===== src/rtl/fp32_div_pkg.sv =====
// Shared types and constants for the fp32 divider result path.
package fp32_div_pkg;

    localparam int unsigned EXC_W = 5;
    localparam int unsigned TAG_W = 4;
    localparam int unsigned Y_W   = 32;
    localparam int unsigned CNT_W = 16;

    typedef logic [EXC_W-1:0] exc_t;

    localparam int unsigned EXC_NV = 4;
    localparam int unsigned EXC_DZ = 3;
    localparam int unsigned EXC_OF = 2;
    localparam int unsigned EXC_UF = 1;
    localparam int unsigned EXC_NX = 0;

    localparam logic [Y_W-1:0] QNAN = 32'h7FC00000;

    typedef struct packed {
        logic [TAG_W-1:0] tag;
        logic [Y_W-1:0]   y;
        exc_t             exc;
    } res_t;

    localparam int unsigned RES_W = $bits(res_t);

endpackage


===== src/rtl/fp32_div_fifo2.sv =====
// Two-entry in-order FIFO with registered head and registered ready/valid.
module fp32_div_fifo2 #(
    parameter int unsigned W = 41
) (
    input  logic         clk,
    input  logic         rst,
    input  logic         flush_i,
    input  logic         push_valid_i,
    output logic         push_ready_o,
    input  logic [W-1:0] push_data_i,
    output logic         pop_valid_o,
    input  logic         pop_ready_i,
    output logic [W-1:0] pop_data_o
);

    typedef enum logic [1:0] {EMPTY, ONE, FULL} occ_e;

    occ_e         state_q;
    logic [W-1:0] head_q;
    logic [W-1:0] tail_q;
    logic         ready_q;
    logic         valid_q;
    logic         push;
    logic         pop;

    assign push = push_valid_i & ready_q;
    assign pop  = valid_q & pop_ready_i;

    // head_q is held at zero whenever the FIFO is empty so the output needs no masking
    always_ff @(posedge clk or posedge rst) begin
        if (rst) begin
            state_q <= EMPTY;
            head_q  <= '0;
            tail_q  <= '0;
            ready_q <= 1'b1;
            valid_q <= 1'b0;
        end else if (flush_i) begin
            state_q <= EMPTY;
            head_q  <= '0;
            tail_q  <= '0;
            ready_q <= 1'b1;
            valid_q <= 1'b0;
        end else begin
            case (state_q)
                EMPTY: begin
                    if (push) begin
                        head_q  <= push_data_i;
                        state_q <= ONE;
                        valid_q <= 1'b1;
                    end
                end
                ONE: begin
                    if (push && pop) begin
                        head_q <= push_data_i;
                    end else if (push) begin
                        tail_q  <= push_data_i;
                        state_q <= FULL;
                        ready_q <= 1'b0;
                    end else if (pop) begin
                        head_q  <= '0;
                        state_q <= EMPTY;
                        valid_q <= 1'b0;
                    end
                end
                FULL: begin
                    if (pop) begin
                        head_q  <= tail_q;
                        tail_q  <= '0;
                        state_q <= ONE;
                        ready_q <= 1'b1;
                    end
                end
                default: begin
                    state_q <= EMPTY;
                    head_q  <= '0;
                    tail_q  <= '0;
                    ready_q <= 1'b1;
                    valid_q <= 1'b0;
                end
            endcase
        end
    end

    assign push_ready_o = ready_q;
    assign pop_valid_o  = valid_q;
    assign pop_data_o   = head_q;

endmodule


===== src/rtl/fp32_div_result_stage.sv =====
// Divider result stage: 2-entry result queue plus sticky fflags and commit counters.
module fp32_div_result_stage
    import fp32_div_pkg::*;
#(
    parameter int unsigned DEPTH = 2
) (
    input  logic             clk,
    input  logic             rst,
    input  logic             in_valid,
    output logic             in_ready,
    input  logic [TAG_W-1:0] in_tag,
    input  logic [Y_W-1:0]   in_y,
    input  logic [EXC_W-1:0] in_exc,
    output logic             out_valid,
    input  logic             out_ready,
    output logic [TAG_W-1:0] out_tag,
    output logic [Y_W-1:0]   out_y,
    output logic [EXC_W-1:0] out_exc,
    input  logic             flush,
    input  logic             fflags_clr,
    output logic [EXC_W-1:0] fflags,
    output logic [CNT_W-1:0] res_cnt,
    output logic [CNT_W-1:0] err_cnt
);

    localparam logic [CNT_W-1:0] CNT_MAX = '1;

    if (DEPTH != 2) begin : g_depth_check
        $error("fp32_div_result_stage: only DEPTH=2 is supported");
    end

    res_t             in_pl;
    res_t             out_pl;
    logic [RES_W-1:0] fifo_dout;
    logic             commit;
    logic             is_err;

    exc_t             fflags_q, fflags_d;
    logic [CNT_W-1:0] res_q, res_d;
    logic [CNT_W-1:0] err_q, err_d;

    assign in_pl.tag = in_tag;
    assign in_pl.y   = in_y;
    assign in_pl.exc = in_exc;

    fp32_div_fifo2 #(
        .W(RES_W)
    ) u_fifo (
        .clk          (clk),
        .rst          (rst),
        .flush_i      (flush),
        .push_valid_i (in_valid),
        .push_ready_o (in_ready),
        .push_data_i  (RES_W'(in_pl)),
        .pop_valid_o  (out_valid),
        .pop_ready_i  (out_ready),
        .pop_data_o   (fifo_dout)
    );

    assign out_pl  = res_t'(fifo_dout);
    assign out_tag = out_pl.tag;
    assign out_y   = out_pl.y;
    assign out_exc = out_pl.exc;

    // A flushed head is discarded, so it must not touch flags or counters
    assign commit = out_valid & out_ready & ~flush;
    assign is_err = out_exc[EXC_NV] | out_exc[EXC_DZ];

    // Clear applies first so a same-cycle commit survives it
    always_comb begin
        fflags_d = fflags_clr ? '0 : fflags_q;
        res_d    = fflags_clr ? '0 : res_q;
        err_d    = fflags_clr ? '0 : err_q;
        if (commit) begin
            fflags_d = fflags_d | out_exc;
            if (res_d != CNT_MAX) res_d = res_d + CNT_W'(1);
            if (is_err && (err_d != CNT_MAX)) err_d = err_d + CNT_W'(1);
        end
    end

    always_ff @(posedge clk or posedge rst) begin
        if (rst) begin
            fflags_q <= '0;
            res_q    <= '0;
            err_q    <= '0;
        end else begin
            fflags_q <= fflags_d;
            res_q    <= res_d;
            err_q    <= err_d;
        end
    end

    assign fflags  = fflags_q;
    assign res_cnt = res_q;
    assign err_cnt = err_q;

endmodule


===== config.mk =====
export PLATFORM = sky130hd
export DESIGN_NAME = fp32_div_result_stage
export DESIGN_NICKNAME = d
export VERILOG_FILES = /design/src/rtl/fp32_div_pkg.sv /design/src/rtl/fp32_div_fifo2.sv /design/src/rtl/fp32_div_result_stage.sv
export SDC_FILE = /design/constraint.sdc
export NUM_CORES = 1
export LEC_CHECK = 0
export BUFFER_PORTS_ARGS = -buffer_cell sky130_fd_sc_hd__buf_2
export CAP_MARGIN = 20
export CORE_MARGIN = 3
export CORE_UTILIZATION = 35
export CTS_CLUSTER_DIAMETER = 120
export CTS_CLUSTER_SIZE = 10
export DETAILED_ROUTE_END_ITERATION = 10
export PLACE_DENSITY_LB_ADDON = 0.08
export SYNTH_ARGS = -nofsm -noshare
export SYNTH_HDL_FRONTEND = slang
export SYNTH_SLANG_ARGS = --single-unit

===== constraint.sdc =====
create_clock -name clk -period 4.7 [get_ports clk]
set_clock_uncertainty 0.2 [all_clocks]
set_input_delay 0.705 -clock clk [delete_from_list [all_inputs] [get_ports clk]]
set_output_delay 0.705 -clock clk [all_outputs]
set_load 0.02 [all_outputs]

==> summary.md, run 1 <==
| Metric | Value |
|---|---|
| Vias per inst | 5.42 |
| Crit start category | primary input |
| Die height | 132 microns |
| WHS Path Cells | 1 |
| Port Buffer Count | 126 |
| Peak VDD IR | 0.257 mV |
| Synth Flop Type | dfrtp_1 |
| CP Class | in2reg |
| EDFF count, synth | 0 |
| Reg2Reg Capture Point | u_fifo.pop_data_o[33] |
| Period utilization | 55.9% |
| Synth Net Count | 530 |
| Routability cong. | 0.807 |
| Final number of hold-violating endpoints | 0 |
| Lkg Pwr | 3.42 nW |
| Fin Setup TNS | 0 ns |
| Flops & latches, synth | 123 |
| GRT Total Usage | 17.2% |
| Width of the die | 132 microns |
| Hold Startpoint | u_fifo.pop_data_o[23] |
| Pin count of the biggest net entering global routing | 72 |
| Clock sinks | 123 |
| Initial Util | 36.3% |
| Min-Delay Path Class | reg2reg |
| Skew-Pair Late Insertion Delay | 0.41 ns |
| CP endpoint kind | register |
| GR Util met1 | 23.3% |
| Max Cap Viol | 0 |
| CTS Buf Count | 17 |
| Core Region | 15400 sq um |
| Reg clk slew, reported paths | 0.06 ns |
| Post-DRT Antenna Nets | 0 |
| Final WL | 14.9 mm |
| Vias in the first global route | 4492 |
| Worst-margin pin slew | 1.09 ns |
| Cts hold-fix bufs | 0 |
| Met2 usage | 26.1% |
| CTS root buf | clkbuf_16 |
| DR WL/cell | 18.2 microns |
| Worst slack, placed | 1.67 ns |
| Crit path from | fflags_clr |
| RSZ-0062 raised after global routing | false |
| Slew Limit Fails | 0 |
| RR Startpoint | u_fifo.push_ready_o |
| DP Wirelength | 9.31 mm |
| Yosys cell types | 60 |
| Max clock buf depth | 2 |
| Max_slew headroom | 27.4% |
| DRT Pass-1 Iters | 4 |
| Cells after DPL | 788 |
| First-pass GRT wire length | 24.0 mm |
| Setup bufs post-CTS | 0 |
| Critical Path Sink | res_cnt[10] |
| Area grow syn2layout | 26.8% |
| R2R Setup Slk | 2.20 ns |
| FMAX | 0.381 GHz |
| Setup violators final | 0 |
| CP max FO | 42 |
| Total grt overflow | 0 |
| CTS tree | done |
| Initial antenna violation count | 1 |
| H-tree levels | 4 |
| Die area | 17500 sq um |
| Period minus WS final | 2.63 ns |
| Met3 Use GR | 5.69% |
| Post-Synthesis Cells | 482 |
| Pwr per Cell Area | 423 nW/um^2 |
| Num rows | 45 |
| FFs w/ async S/R, synth | 100% |
| Share of cells above drive strength 1 | 31.4% |
| Worst endpoint required time | 4.83 ns |
| PostCTS Resize Cnt | 0 |
| Remaining DRCs | 0 |
| Post-Syn Area per Cell | 11.6 sq um |
| Synthesized area | 5580 sq um |
| GR peak layer | met2 |
| Final worst slack | 2.07 ns |
| Layout Cells excl Fill | 822 |
| Total vias in the final route | 4452 |
| Register-to-Register Path Depth | 5 |
| Ys Warns | 0 |
| DR iter-0 viols | 294 |
| Ant diodes | 0 |
| Outcome | finished, final reports clean |
| Top Ports | 127 |
| Sequential element share of the synthesized area | 55.2% |
| WP data arrival | 2.76 ns |
| # nets final | 646 |
| Final Util | 46.0% |
## worst min path at each step
| stage | end | slack, ns |
|---|---|---|
| 3_3_place_gp | res_cnt[15] | 0.27 |
| 2_1_floorplan | u_fifo.tail_q[0] | 0.27 |
| 6_report | u_fifo.pop_data_o[23] | 0.28 |
| 3_5_place_dp | u_fifo.pop_data_o[25] | 0.27 |
| 5_1_grt | u_fifo.tail_q[40] | 0.30 |
| 4_1_cts | res_cnt[15] | 0.29 |
## per-stage QoR
step           power, mW  hold slack, ns  area (sq um)
5_1_grt             3.13           0.302          7080
6_report            2.99           0.283          7080
2_1_floorplan       1.47           0.273          5580
3_3_place_gp        1.63           0.266          6410
4_1_cts             3.01           0.286          7030
3_5_place_dp        1.64           0.268          6410
## synth_stat cells (5+ instances only)
cell         n  share of area [%]
dfrtp_1    122                 55
a22o_1      46                7.2
a22oi_1     41                5.5
o2bb2ai_1   41                6.4
clkbuf_1    27                1.8
nand2_1     22                1.5
a21oi_1     19                1.7
nor2_1      16                1.1
nor2b_1     15                1.7
nand3_1     11               0.99
mux2_2      10                2.0
buf_2        9               0.81
inv_1        8               0.54
nor4_1       7               0.78
nand4_1      6               0.67
nor3_1       6               0.54
or4_1        6               0.81
xnor2_1      5               0.78
## cell families (layout without fill, tap and decap cells)
kind of cell	count (synthesis)	in the layout	synth area share, %
mux	14	14	2.74
simple gates	117	117	12.5
flops	123	123	55.2
fa+ha+maj	1	1	0.224
xor+xnor	6	6	0.942
compound gates	175	175	25.0
buf+inv	46	175	3.43
## where the power goes
| group | switching [mW] | leakage (nW) | total [mW] | internal [mW] |
|---|---|---|---|---|
| registers | 0.0575 | 1.69 | 1.19 | 1.13 |
| logic | 0.289 | 1.42 | 0.439 | 0.150 |
| clock network | 0.460 | 0.307 | 1.36 | 0.902 |
## cell usage in the layout, fill, tap and decap left out, types with 3 or more instances in the layout
cell / synthesis / final
or4_1: 6 / 6
and3_1: 3 / 3
nor3_1: 6 / 5
nor2b_1: 15 / 14
inv_1: 8 / 7
xnor2_1: 5 / 5
nand3b_1: 4 / 4
clkinv_2: 0 / 4
nor4_1: 7 / 7
nand4_1: 6 / 6
a22oi_1: 41 / 41
a21oi_1: 19 / 17
clkbuf_8: 0 / 5
a22o_1: 46 / 46
o211ai_1: 3 / 3
dfrtp_1: 122 / 122
o2bb2ai_1: 41 / 41
o41ai_1: 3 / 3
nand2b_1: 3 / 3
nand3_1: 11 / 11
clkbuf_1: 27 / 3
nand2_1: 22 / 22
and4b_1: 4 / 4
nor2_1: 16 / 15
buf_2: 9 / 126
bufinv_16: 0 / 3
clkbuf_16: 0 / 17
mux2i_1: 4 / 4
buf_4: 0 / 6
mux2_2: 10 / 10
o31ai_1: 3 / 3
## worst max-delay path, stage by stage
cell and delay [ns]:
buf_2 0.32, nor2b_1 0.29, ha_1 0.29, and4b_1 0.28
nand3_2 0.17, or4_1 0.53, a21oi_1 0.15
## metal layers
| metal | routed length [microns] | part of all wire, % |
|---|---|---|
| met3 | 778 | 5.2 |
| met2 | 6880 | 46 |
| met5 | 7 | 0.047 |
| met1 | 7110 | 48 |
| met4 | 159 | 1.1 |
## registers in the layout (all words and copies together), names as in the netlist
name,cells
u_fifo.pop_data_o,41
fflags,5
res_cnt,16
u_fifo.state_q,2
u_fifo.push_ready_o,1
err_cnt,16
u_fifo.pop_valid_o,1
u_fifo.tail_q,41
## area by class of cell
class	count	area, sq um
inverter	9	36.3
tap	211	264
timing repair buffer	134	723
clock inverter	7	110
fill	1426	8290
multi-input combinational	313	2360
clock buffer	25	505
sequential	123	3080
Power figures use the tool's default switching activity.
==> run 2: changes to the inputs <==
==> constraint.sdc (replaced) <==
create_clock -name clk -period 2.2 [get_ports clk]
set_clock_uncertainty 0.2 [all_clocks]
set_input_delay 0.33 -clock clk [delete_from_list [all_inputs] [get_ports clk]]
set_output_delay 0.33 -clock clk [all_outputs]
set_load 0.02 [all_outputs]
==> summary.md, run 2 (same netlist as run 1, synthesis figures left out) <==
| Metric | Value |
|---|---|
| Max clock buf depth | 2 |
| Width of the die | 132 microns |
| CTS tree | done |
| Core Region | 15400 sq um |
| DRT Pass-1 Iters | 5 |
| DR WL/cell | 17.6 microns |
| Pin count of the biggest net entering global routing | 69 |
| Top Ports | 127 |
| Final number of hold-violating endpoints | 0 |
| Power share of the clock group | 44.3% |
| Vias per inst | 5.37 |
| Setup violators final | 0 |
| Post-DRT Antenna Nets | 0 |
| Slew Limit Fails | 0 |
| CTS root buf | clkbuf_16 |
| H-tree levels | 4 |
| CTS Buf Count | 17 |
| Max_slew headroom | 55.9% |
| WP data arrival | 2.18 ns |
| Total grt overflow | 0 |
| Die area | 17500 sq um |
| Tot Pwr | 6.46 mW |
| Pwr per Cell Area | 826 nW/um^2 |
| Area grow syn2layout | 40.3% |
| Dpl cell area | 6750 sq um |
| Clock sinks | 123 |
| Sw Pwr | 1.83 mW |
| Most frequent cells in the layout | buf_2 (126), dfrtp_1 (122), a22o_1 (46) |
| Port Buffer Count | 126 |
| Remaining DRCs | 0 |
| Sequential share of power | 39.0% |
| Combinational Power Share | 16.6% |
| CP endpoint kind | register |
| Num rows | 45 |
| DR iter-0 viols | 342 |
| Reg clk slew, reported paths | 0.06 ns |
| Ant diodes | 0 |
| Int Pwr | 4.64 mW |
| Setup bufs post-CTS | 0 |
| GRT Total Usage | 18.7% |
| Initial antenna violation count | 0 |
| Max Cap Viol | 0 |
| Worst endpoint required time | 2.29 ns |
| Skew-Pair Late Insertion Delay | 0.41 ns |
| Most common cell after layout, fill and taps aside | buf_2 |
| First-pass GRT wire length | 26.5 mm |
| CP Class | reg2reg |
| Initial Util | 36.3% |
| Fin area | 7830 sq um |
| Peak VDD IR | 0.575 mV |
| Period minus WS final | 2.08 ns |
| Switching share of power | 28.2% |
| Lkg Pwr | 3.76 nW |
| CP max FO | 6 |
| Routability cong. | 0.777 |
| # nets final | 727 |
| Final WL | 15.9 mm |
| Outcome | finished, final reports clean |
| Worst-margin pin slew | 0.660 ns |
| Die height | 132 microns |
| Vias in the first global route | 5054 |
| FMAX | 0.480 GHz |
| Crit start category | register |
| Share of cells above drive strength 1 | 34.1% |
| Total vias in the final route | 4846 |
| DP Wirelength | 10.0 mm |
| Min-Delay Path Class | in2reg |
| Period utilization | 94.7% |
[run 2: cell count changes in the layout (fill, tap and decap cells not counted), sizes merged, moves of 2 or more]
| cell | before | now |
|---|---|---|
| buf | 134 | 170 |
| clkbuf | 25 | 19 |
| clkinvlp | 0 | 4 |
| dlygate4sd3 | 0 | 43 |
| inv | 8 | 10 |
[run 2: per-stage QoR]
stage / utilization (%) / instances / setup slack (ns) / hold WS [ns] / TNS (ns)
2_1_floorplan: - / 482 / 0.0102 / 0.218 / 0
3_3_place_gp: 43.9 / 826 / -0.0635 / 0.253 / -0.123
3_5_place_dp: 43.9 / 826 / -0.0964 / 0.259 / -0.564
4_1_cts: 50.9 / 903 / 0.0786 / 0.0721 / 0
5_1_grt: 50.9 / 903 / -0.0151 / 0.147 / -0.0151
6_report: 50.9 / 903 / 0.117 / 0.104 / 0
[run 2: critical path, cell delays in order (launching register included)]
cell	delay, ns
dfrtp_1	0.37
nand4b_1	0.11
or4_1	0.69
a211oi_2	0.25
mux2_2	0.35
[run 2: repair_timing]
action / in CTS / in global routing
cloned: 2 / 0
hold endpoints to repair: 164 / 0
pin swaps: 2 / 0
resized for setup: 2 / 1
hold buffers: 43 / 0
endpoints found under the setup margin: 36 / 41
[run 2: final timing paths]
check	startpoint	endpoint	slack (ns)	depth (start not counted)
setup / recovery	res_cnt[6]	res_cnt[9]	0.12	4
min in group asynchronous	rst	u_fifo.pop_data_o[33]	0.37	4
hold reg to reg	u_fifo.pop_data_o[36]	u_fifo.pop_data_o[36]	0.28	1
setup reg to reg	res_cnt[6]	res_cnt[9]	0.12	4
hold / removal	out_ready	u_fifo.pop_valid_o	0.10	4
max in group asynchronous	rst	err_cnt[13]	1.00	4
[run 2: metal layers]
metal / wire length (microns) / share of wire [%] / vias up / GRT usage [%]
met5: 0 / 0 / - / 0
met1: 7330 / 46 / 2423 / 24.7
met4: 153 / 0.96 / 0 / 5.43
li1: - / - / 2276 / -
met2: 7690 / 48 / 137 / 30.5
met3: 741 / 4.7 / 10 / 4.89
[run 2: power groups by stage]
stage / Clock (mW) / Combinational, mW / Sequential (mW)
finish: 2.87 / 1.07 / 2.52
global route: 3.05 / 1.18 / 2.54
CTS: 2.94 / 1.09 / 2.52
detailed placement: 0 / 1.00 / 2.56
global placement: 0 / 0.993 / 2.56
floorplan: 0 / 0.471 / 2.67
[run 2: layout make-up]
type / instances / area [sq um]
clock inverter: 13 / 166
clock buffer: 19 / 443
fill: 1409 / 7540
timing repair buffer: 213 / 1420
multi-input combinational: 315 / 2420
sequential: 123 / 3080
tap: 211 / 264
inverter: 9 / 37.5
==> run 3: changes to the inputs <==
--- a/config.mk
+++ b/config.mk
@@ -7,12 +7,13 @@
 export LEC_CHECK = 0
 export BUFFER_PORTS_ARGS = -buffer_cell sky130_fd_sc_hd__buf_2
 export CAP_MARGIN = 20
-export CORE_MARGIN = 3
+export CORE_MARGIN = 2
 export CORE_UTILIZATION = 35
 export CTS_CLUSTER_DIAMETER = 120
 export CTS_CLUSTER_SIZE = 10
 export DETAILED_ROUTE_END_ITERATION = 10
 export PLACE_DENSITY_LB_ADDON = 0.08
+export RECOVER_POWER = 25
 export SYNTH_ARGS = -nofsm -noshare
 export SYNTH_HDL_FRONTEND = slang
 export SYNTH_SLANG_ARGS = --single-unit
==> summary.md, run 3 (same netlist as run 1, synthesis figures left out) <==
| Metric | Value |
|---|---|
| Vias in the first global route | 4886 |
| Most frequent cells in the layout | buf_2 (125), dfrtp_1 (122), a22o_1 (46) |
| Tot Pwr | 6.37 mW |
| Area grow syn2layout | 40.7% |
| DP Wirelength | 9.49 mm |
| CP Class | reg2reg |
| Port Buffer Count | 126 |
| CTS Buf Count | 17 |
| CP max FO | 7 |
| DR iter-0 viols | 305 |
| Skew-Pair Late Insertion Delay | 0.41 ns |
| DR WL/cell | 16.5 microns |
| Share of cells above drive strength 1 | 33.8% |
| Pwr per Cell Area | 812 nW/um^2 |
| Slew Limit Fails | 0 |
| Most common cell after layout, fill and taps aside | buf_2 |
| RSZ-0062 raised after global routing | false |
| Total vias in the final route | 4816 |
| Initial antenna violation count | 1 |
| DRT Pass-1 Iters | 5 |
| Worst endpoint required time | 2.30 ns |
| Hold Startpoint | flush |
| Layout Cells excl Fill | 909 |
| FMAX | 0.482 GHz |
| GRT Total Usage | 18.7% |
| Setup violators final | 0 |
| Max clock buf depth | 2 |
| Reg clk slew, reported paths | 0.06 ns |
| Peak VDD IR | 0.552 mV |
| Max Cap Viol | 0 |
| Width of the die | 130 microns |
| WP data arrival | 2.17 ns |
| Crit start category | register |
| Total of fill cells in the finished design | 1434 |
| Dpl cell area | 6780 sq um |
| Period utilization | 94.3% |
| Die area | 17000 sq um |
| R2R Setup Slk | 0.13 ns |
| Post-DRT Antenna Nets | 0 |
| Register-to-Register Path Depth | 4 |
| Final number of hold-violating endpoints | 0 |
| Routability cong. | 0.782 |
| Initial Util | 35.5% |
| Cells after DPL | 831 |
| Core Region | 15700 sq um |
| Lkg Pwr | 3.76 nW |
| Remaining DRCs | 0 |
| Fin Setup TNS | 0 ns |
| # nets final | 727 |
| Die height | 130 microns |
| Period minus WS final | 2.07 ns |
| Fin area | 7850 sq um |
| Outcome | finished, final reports clean |
| WHS Path Cells | 3 |
| Max_slew headroom | 23.1% |
| Worst-margin pin slew | 1.15 ns |
| Min-Delay Path Class | in2reg |
| CP endpoint kind | register |
| CTS root buf | clkbuf_16 |
| CTS tree | done |
| Clock sinks | 123 |
| RR Startpoint | u_fifo.pop_valid_o |
| Final WL | 15.0 mm |
| Num rows | 46 |
| First-pass GRT wire length | 24.6 mm |
| WHS Endpoint | u_fifo.pop_valid_o |
| Hold Slack | 0.0912 ns |
| Vias per inst | 5.30 |
| H-tree levels | 4 |
| Pin count of the biggest net entering global routing | 124 |
| Reg2Reg Capture Point | res_cnt[13] |
| Total grt overflow | 0 |
| Top Ports | 127 |
## run 3: changes by cell type in the layout (fill, tap and decap cells not counted), sizes merged
cell and change:
clkbuf +4, inv -3, bufinv -1, clkinv +1
clkinvlp +1, diode +1, nor2 -1, o21bai -1
## run 3: cell type report
cell class	count	area [sq um]	area share, %
multi-input combinational	313	2390	30.5
clock inverter	11	119	1.51
clock buffer	21	470	5.99
tap	216	270	3.44
sequential	123	3080	39.2
antenna	1	2.50	0.0319
timing repair buffer	215	1480	18.8
inverter	9	37.5	0.478
## run 3: worst max-delay path: stages, from the launching register on
cell and delay [ns]:
dfrtp_1 0.44, nand3b_1 0.18, or4_4 0.57, nor4_2 0.19
mux2_2 0.38
## run 3: how the worst max path moves through the flow
stage	to	slack, ns	from	cells past startpoint
3_3_place_gp	res_cnt[9]	-0.06	fflags_clr	5
5_1_grt	res_cnt[3]	0.006	res_cnt[7]	5
6_report	res_cnt[13]	0.13	u_fifo.pop_valid_o	4
2_1_floorplan	res_cnt[14]	0.01	fflags_clr	8
4_1_cts	u_fifo.pop_data_o[9]	0.03	u_fifo.pop_valid_o	4
3_5_place_dp	res_cnt[9]	-0.08	fflags_clr	5
## run 3: timing repair
item                                    in CTS  in global routing
hold buffers                                43                  0
resized for setup                            0                  2
setup buffers                                0                  0
endpoints found under the hold margin      164                  0
endpoints found under the setup margin       0                  6
## run 3: stage by stage
step | setup slack (ns) | util, %
2_1_floorplan | 0.0102 | -
3_3_place_gp | -0.0600 | 43.2
3_5_place_dp | -0.0830 | 43.2
4_1_cts | 0.0306 | 49.7
5_1_grt | 0.00579 | 50.0
6_report | 0.125 | 50.0
## run 3: per-layer routing
metal	part of all wire, %	up-vias	GRT usage [%]
li1	-	2268	-
met1	47	2403	24.6
met2	48	134	30.2
met3	4.8	11	5.13
met4	0.97	0	5.82
met5	0	-	0
## run 3: power breakdown
part	internal [mW]	switching [mW]	total (mW)
Sequential	2.42	0.105	2.52
Clock	1.75	1.02	2.77
Combinational	0.429	0.649	1.08
Total	4.60	1.77	6.37
